**src/rtl/altair_io_pkg.sv**
```systemverilog
// Shared constants and types for the Altair I/O port sequencer.
// Port map, slot/state encodings and the floating-bus read value.
package altair_io_pkg;

  localparam logic [7:0] SS_PORT       = 8'hFF;
  localparam logic [7:0] SIO_CTRL_PORT = 8'h10;
  localparam logic [7:0] SIO_DATA_PORT = 8'h11;
  localparam logic [7:0] FLOAT_BUS     = 8'hFF;

  typedef enum logic [1:0] {
    SLOT_NONE,
    SLOT_SS,
    SLOT_SIO
  } slot_e;

  typedef enum logic [1:0] {
    IDLE,
    STROBE,
    WAIT,
    DONE
  } state_e;

  // Request fields that must persist past the acceptance cycle.
  typedef struct packed {
    logic  wr;
    slot_e slot;
  } io_req_t;

endpackage

```
**src/rtl/io_port_decode.sv**
```systemverilog
// Combinational port-number decode: selects the device slot and,
// for the 2SIO board, which of its two registers is addressed.
module io_port_decode
  import altair_io_pkg::*;
(
  input  logic [7:0] port,
  output slot_e      slot,
  output logic       sio_addr
);

  always_comb begin
    slot     = SLOT_NONE;
    sio_addr = 1'b0;
    case (port)
      SS_PORT:       slot = SLOT_SS;
      SIO_CTRL_PORT: slot = SLOT_SIO;
      SIO_DATA_PORT: begin
        slot     = SLOT_SIO;
        sio_addr = 1'b1;
      end
      default: ;
    endcase
  end

endmodule

```
**src/rtl/io_port_ctrl.sv**
```systemverilog
// 8080 IN/OUT cycle sequencer: one request at a time, strobes the decoded
// device, waits on fixed latency or ready/timeout, then pulses io_done.
module io_port_ctrl
  import altair_io_pkg::*;
#(
  parameter int RD_LAT  = 1,
  parameter int TIMEOUT = 15
) (
  input  logic       clk,
  input  logic       reset,
  input  logic       io_req,
  input  logic       io_wr,
  input  logic [7:0] io_port,
  input  logic [7:0] io_wdata,
  output logic       io_busy,
  output logic       io_done,
  output logic [7:0] io_rdata,
  output logic       io_timeout,
  output logic       ss_rd,
  input  logic [7:0] ss_data,
  output logic       sio_rd,
  output logic       sio_wr,
  output logic       sio_addr,
  output logic [7:0] sio_wdata,
  input  logic [7:0] sio_rdata,
  input  logic       sio_ready
);

  localparam logic [2:0] RD_LAT_C = 3'(RD_LAT);
  localparam logic [7:0] TMO_LAST = 8'(TIMEOUT - 1);

  state_e     state;
  io_req_t    req;
  logic [2:0] wait_cnt;
  logic [7:0] tmo_cnt;
  slot_e      dec_slot;
  logic       dec_addr;

  io_port_decode u_decode (
    .port     (io_port),
    .slot     (dec_slot),
    .sio_addr (dec_addr)
  );

  // Strobes are launched on the acceptance edge so they are registered
  // and high exactly during the STROBE cycle.
  always_ff @(posedge clk) begin
    if (reset) begin
      state      <= IDLE;
      req        <= '{wr: 1'b0, slot: SLOT_NONE};
      wait_cnt   <= '0;
      tmo_cnt    <= '0;
      io_busy    <= 1'b0;
      io_done    <= 1'b0;
      io_timeout <= 1'b0;
      io_rdata   <= FLOAT_BUS;
      ss_rd      <= 1'b0;
      sio_rd     <= 1'b0;
      sio_wr     <= 1'b0;
      sio_addr   <= 1'b0;
      sio_wdata  <= 8'h00;
    end else begin
      ss_rd      <= 1'b0;
      sio_rd     <= 1'b0;
      sio_wr     <= 1'b0;
      io_done    <= 1'b0;
      io_timeout <= 1'b0;
      case (state)
        IDLE: begin
          if (io_req) begin
            req     <= '{wr: io_wr, slot: dec_slot};
            io_busy <= 1'b1;
            state   <= STROBE;
            case (dec_slot)
              SLOT_SS:  ss_rd <= ~io_wr;
              SLOT_SIO: begin
                sio_rd    <= ~io_wr;
                sio_wr    <= io_wr;
                sio_addr  <= dec_addr;
                sio_wdata <= io_wdata;
              end
              default: ;
            endcase
          end
        end
        STROBE: begin
          case (req.slot)
            SLOT_SS: begin
              if (req.wr) begin
                io_done <= 1'b1;
                state   <= DONE;
              end else begin
                wait_cnt <= RD_LAT_C;
                state    <= WAIT;
              end
            end
            SLOT_SIO: begin
              tmo_cnt <= '0;
              state   <= WAIT;
            end
            default: begin
              if (!req.wr) io_rdata <= FLOAT_BUS;
              io_done <= 1'b1;
              state   <= DONE;
            end
          endcase
        end
        WAIT: begin
          if (req.slot == SLOT_SS) begin
            wait_cnt <= wait_cnt - 3'd1;
            if (wait_cnt == 3'd1) begin
              io_rdata <= ss_data;
              io_done  <= 1'b1;
              state    <= DONE;
            end
          end else if (sio_ready) begin
            // Ready wins over a timeout expiring in the same cycle.
            if (!req.wr) io_rdata <= sio_rdata;
            io_done <= 1'b1;
            state   <= DONE;
          end else if (tmo_cnt == TMO_LAST) begin
            if (!req.wr) io_rdata <= FLOAT_BUS;
            io_done    <= 1'b1;
            io_timeout <= 1'b1;
            state      <= DONE;
          end else begin
            tmo_cnt <= tmo_cnt + 8'd1;
          end
        end
        DONE: begin
          io_busy <= 1'b0;
          state   <= IDLE;
        end
        default: state <= IDLE;
      endcase
    end
  end

endmodule

```
**config.mk**
```make
export PLATFORM = sky130hd
export DESIGN_NAME = io_port_ctrl
export DESIGN_NICKNAME = d
export VERILOG_FILES = /design/src/rtl/altair_io_pkg.sv /design/src/rtl/io_port_decode.sv /design/src/rtl/io_port_ctrl.sv
export SDC_FILE = /design/constraint.sdc
export NUM_CORES = 1
export LEC_CHECK = 0
export BUFFER_PORTS_ARGS = -buffer_cell sky130_fd_sc_hd__buf_4
export CORE_UTILIZATION = 55
export CTS_CLUSTER_DIAMETER = 150
export DETAILED_ROUTE_END_ITERATION = 8
export GPL_ROUTABILITY_DRIVEN = 0
export PLACE_DENSITY = 0.85
export SLEW_MARGIN = 30
export SYNTH_ARGS = -nofsm -noshare
export SYNTH_HDL_FRONTEND = slang
export SYNTH_HIERARCHICAL = 1
export SYNTH_SLANG_ARGS = --single-unit
```
**constraint.sdc**
```tcl
create_clock -name clk -period 5.7 [get_ports clk]
set_input_delay 0 -clock clk [delete_from_list [all_inputs] [get_ports clk]]
set_output_delay 0 -clock clk [all_outputs]
set_load 0.01 [all_outputs]
```
==> flow_summary.ini <==
[final_layout]
nets = 353
final_cell_mix = buf_4, dfxtp_1, nand2_1
fin_area_um2 = 2704
drive_gt1_share_pct = 25.08
layout_commonest_cell = buf_4
antenna_cells = 0
syn_to_final_growth_pct = 36.77

[synth]
synth.distinct_cells = 50
synthTopCellsByArea = dfxtp_1, nand2_1, ha_1
synth_edf_count = 0
syn_inst = 229
yosys_warnings = 6
syn_area_um2 = 1977
synth_fp_nets = 276
synth_ff_type = dfxtp_1
ys_ff_latch = 39
ys_seq_area_share_pct = 39.49
async_flop_share_pct = 0
avgSynthCellArea_um2 = 8.633
yosysTopAreaCell = dfxtp_1
synth_top_area_share_pct = 39.49

[floorplan]
die_area_um2 = 3838
dieHeight_um = 61.95
rows = 21
core_um2 = 3390
start_util_pct = 58.32
die_w_um = 61.95
ios = 60

[sta]
timing.final.crit_share_pct = 40.10
setup_tns_ns = 0
setup_viol = 0
fmax_mhz = 437.5
rsz0062_at_grt = no
tightest_slew_ns = 0.6261
report.final.slew_viol_count = 0
finalHoldViolCount = 0
finalCriticalPeriod_ns = 2.285
fin_skew_ns = 0.009303
whs_ns = 0.003970
slew_headroom_pct = 58.26

[worst_setup_path]
crit_type = reg2reg
worstPathRequired_ns = 5.95
cp_max_fo = 13
worst_setup_path_end_kind = register
startpoint_type = register
arrival_ns = 2.53

[route]
wire_per_inst_um = 14.61
ant_nets = 0
wirelength_um = 5158
vias = 2045
drt_first_iter_violations = 123
dr.pass1.iters = 4
drcViolationCount = 0
routed_via_density = 5.793

[power]
internal_power_uw = 463.6
switching_share_pct = 38.80
power_uw = 757.5
comb_power_share_pct = 38.9
p_leak_nw = 1.015
pwr-share-seq_pct = 41.9
power_frac_clock_pct = 19.2
p_switching_uw = 293.9
ir_drop_mv = 0.2064
power_density_nw_per_um2 = 280.2

[clock_network]
post_cts_buffers = 0
cts.sinks = 39
hold_buffers = 21
cts-root-buf = clkbuf_4
cts_made_buffers = 5
cts.path.max_buffers = 2
path_clk_slew_ns = 0.12
clock_latency_ns = 0.36
h-tree-depth = 2
cts_tree = built
cts_resized = 0

[grt]
grt_max_degree = 34
grt_pass1_vias = 1863
grt_pass1_wl_um = 7790
antenna_found_initial = 0
grt_usage_pct = 27.77
overflow = 0

[placement]
place_area_um2 = 2436
dpl.hpwl_um = 3293
portBuffers = 59

[min_path]
hold_class = in2reg

[status]
outcome = finished clean

[job]
drv_cap = 0
registers in the layout (all words and copies together), names as in the netlist:
register and flops:
req 3, sio_wdata 8, sio_rd 1, state 2
wait_cnt 3, io_rdata 8, sio_wr 1, sio_addr 1
ss_rd 1, io_done 1, io_timeout 1, tmo_cnt 8
io_busy 1
metrics by stage:
step,setup WS (ns),utilization (%),cells
after detailed placement,3.483,71.87,324
after global routing,3.266,79.77,353
final,3.415,79.77,353
after CTS,3.470,79.77,353
after floorplan,3.830,-,229
after global placement,3.565,71.87,324
logic make-up after synthesis:
group           after synthesis  synth area share [%]
flops                        39                 39.49
mux                           1                0.5063
compound gates               69                 24.56
buf+inv                      21                 4.177
fa+ha+maj                    10                 6.329
simple gates                 89                 24.94
power by group through the flow:
stage | sequential [mW] | clock [mW] | combinational (mW)
floorplan | 0.322 | 0 | 0.198
global placement | 0.322 | 0 | 0.272
detailed placement | 0.322 | 0 | 0.277
CTS | 0.316 | 0.146 | 0.290
global route | 0.320 | 0.156 | 0.326
finish | 0.317 | 0.146 | 0.295
routing by layer:
metal,vias to the layer above,GRT usage [%],wire length (um)
met4,0,13.97,94
met2,74,49.54,2530
li1,1007,-,-
met1,955,31.84,2233
met3,9,4.555,300
met5,-,0,0
final cells by class:
cell class              count  area (um^2)
fillers                   233        685.7
flip-flops and latches     39        780.7
repair buffers             80        653.1
multi-input cells         169         1114
well taps                  46        57.56
inverters                  11        41.29
clock inverters             3        20.02
clock buffers               5        37.54
cells in the mapped netlist, drive strengths merged, types with 2 or more instances:
cell type and number:
nand2 35, nand3b 2, a21oi 23, a221o 7, nand4b 3, a21o 4
nor4 3, nand2b 5, nand4 4, o22ai 7, a2bb2oi 2, or4 5
ha 10, o31ai 5, or3 2, o21ai 6, inv 11, dfxtp 39
nor2b 3, nor3b 3, clkbuf 9, nand3 10, nor2 7, a31oi 2
a211oi 4, nor3 2, a311oi 2
final timing paths:
check | start | to | slack [ns] | depth (start not counted)
hold reg to reg | sio_wdata[2] | sio_wdata[2] | 0.47 | 2
hold / removal | ss_data[3] | io_rdata[3] | 0.004 | 4
setup reg to reg | req[1] | io_rdata[4] | 3.41 | 7
setup / recovery | req[1] | io_rdata[4] | 3.41 | 7
critical path: stages (launching register included):
cell and delay [ns]:
dfxtp_1 0.37, inv_1 0.05, ha_1 0.31, nand2b_1 0.31
o22ai_1 0.16, dlygate4sd3_1 0.57, nand2_1 0.07, a221o_1 0.34
No activity file was read; power rests on OpenSTA's default activity.
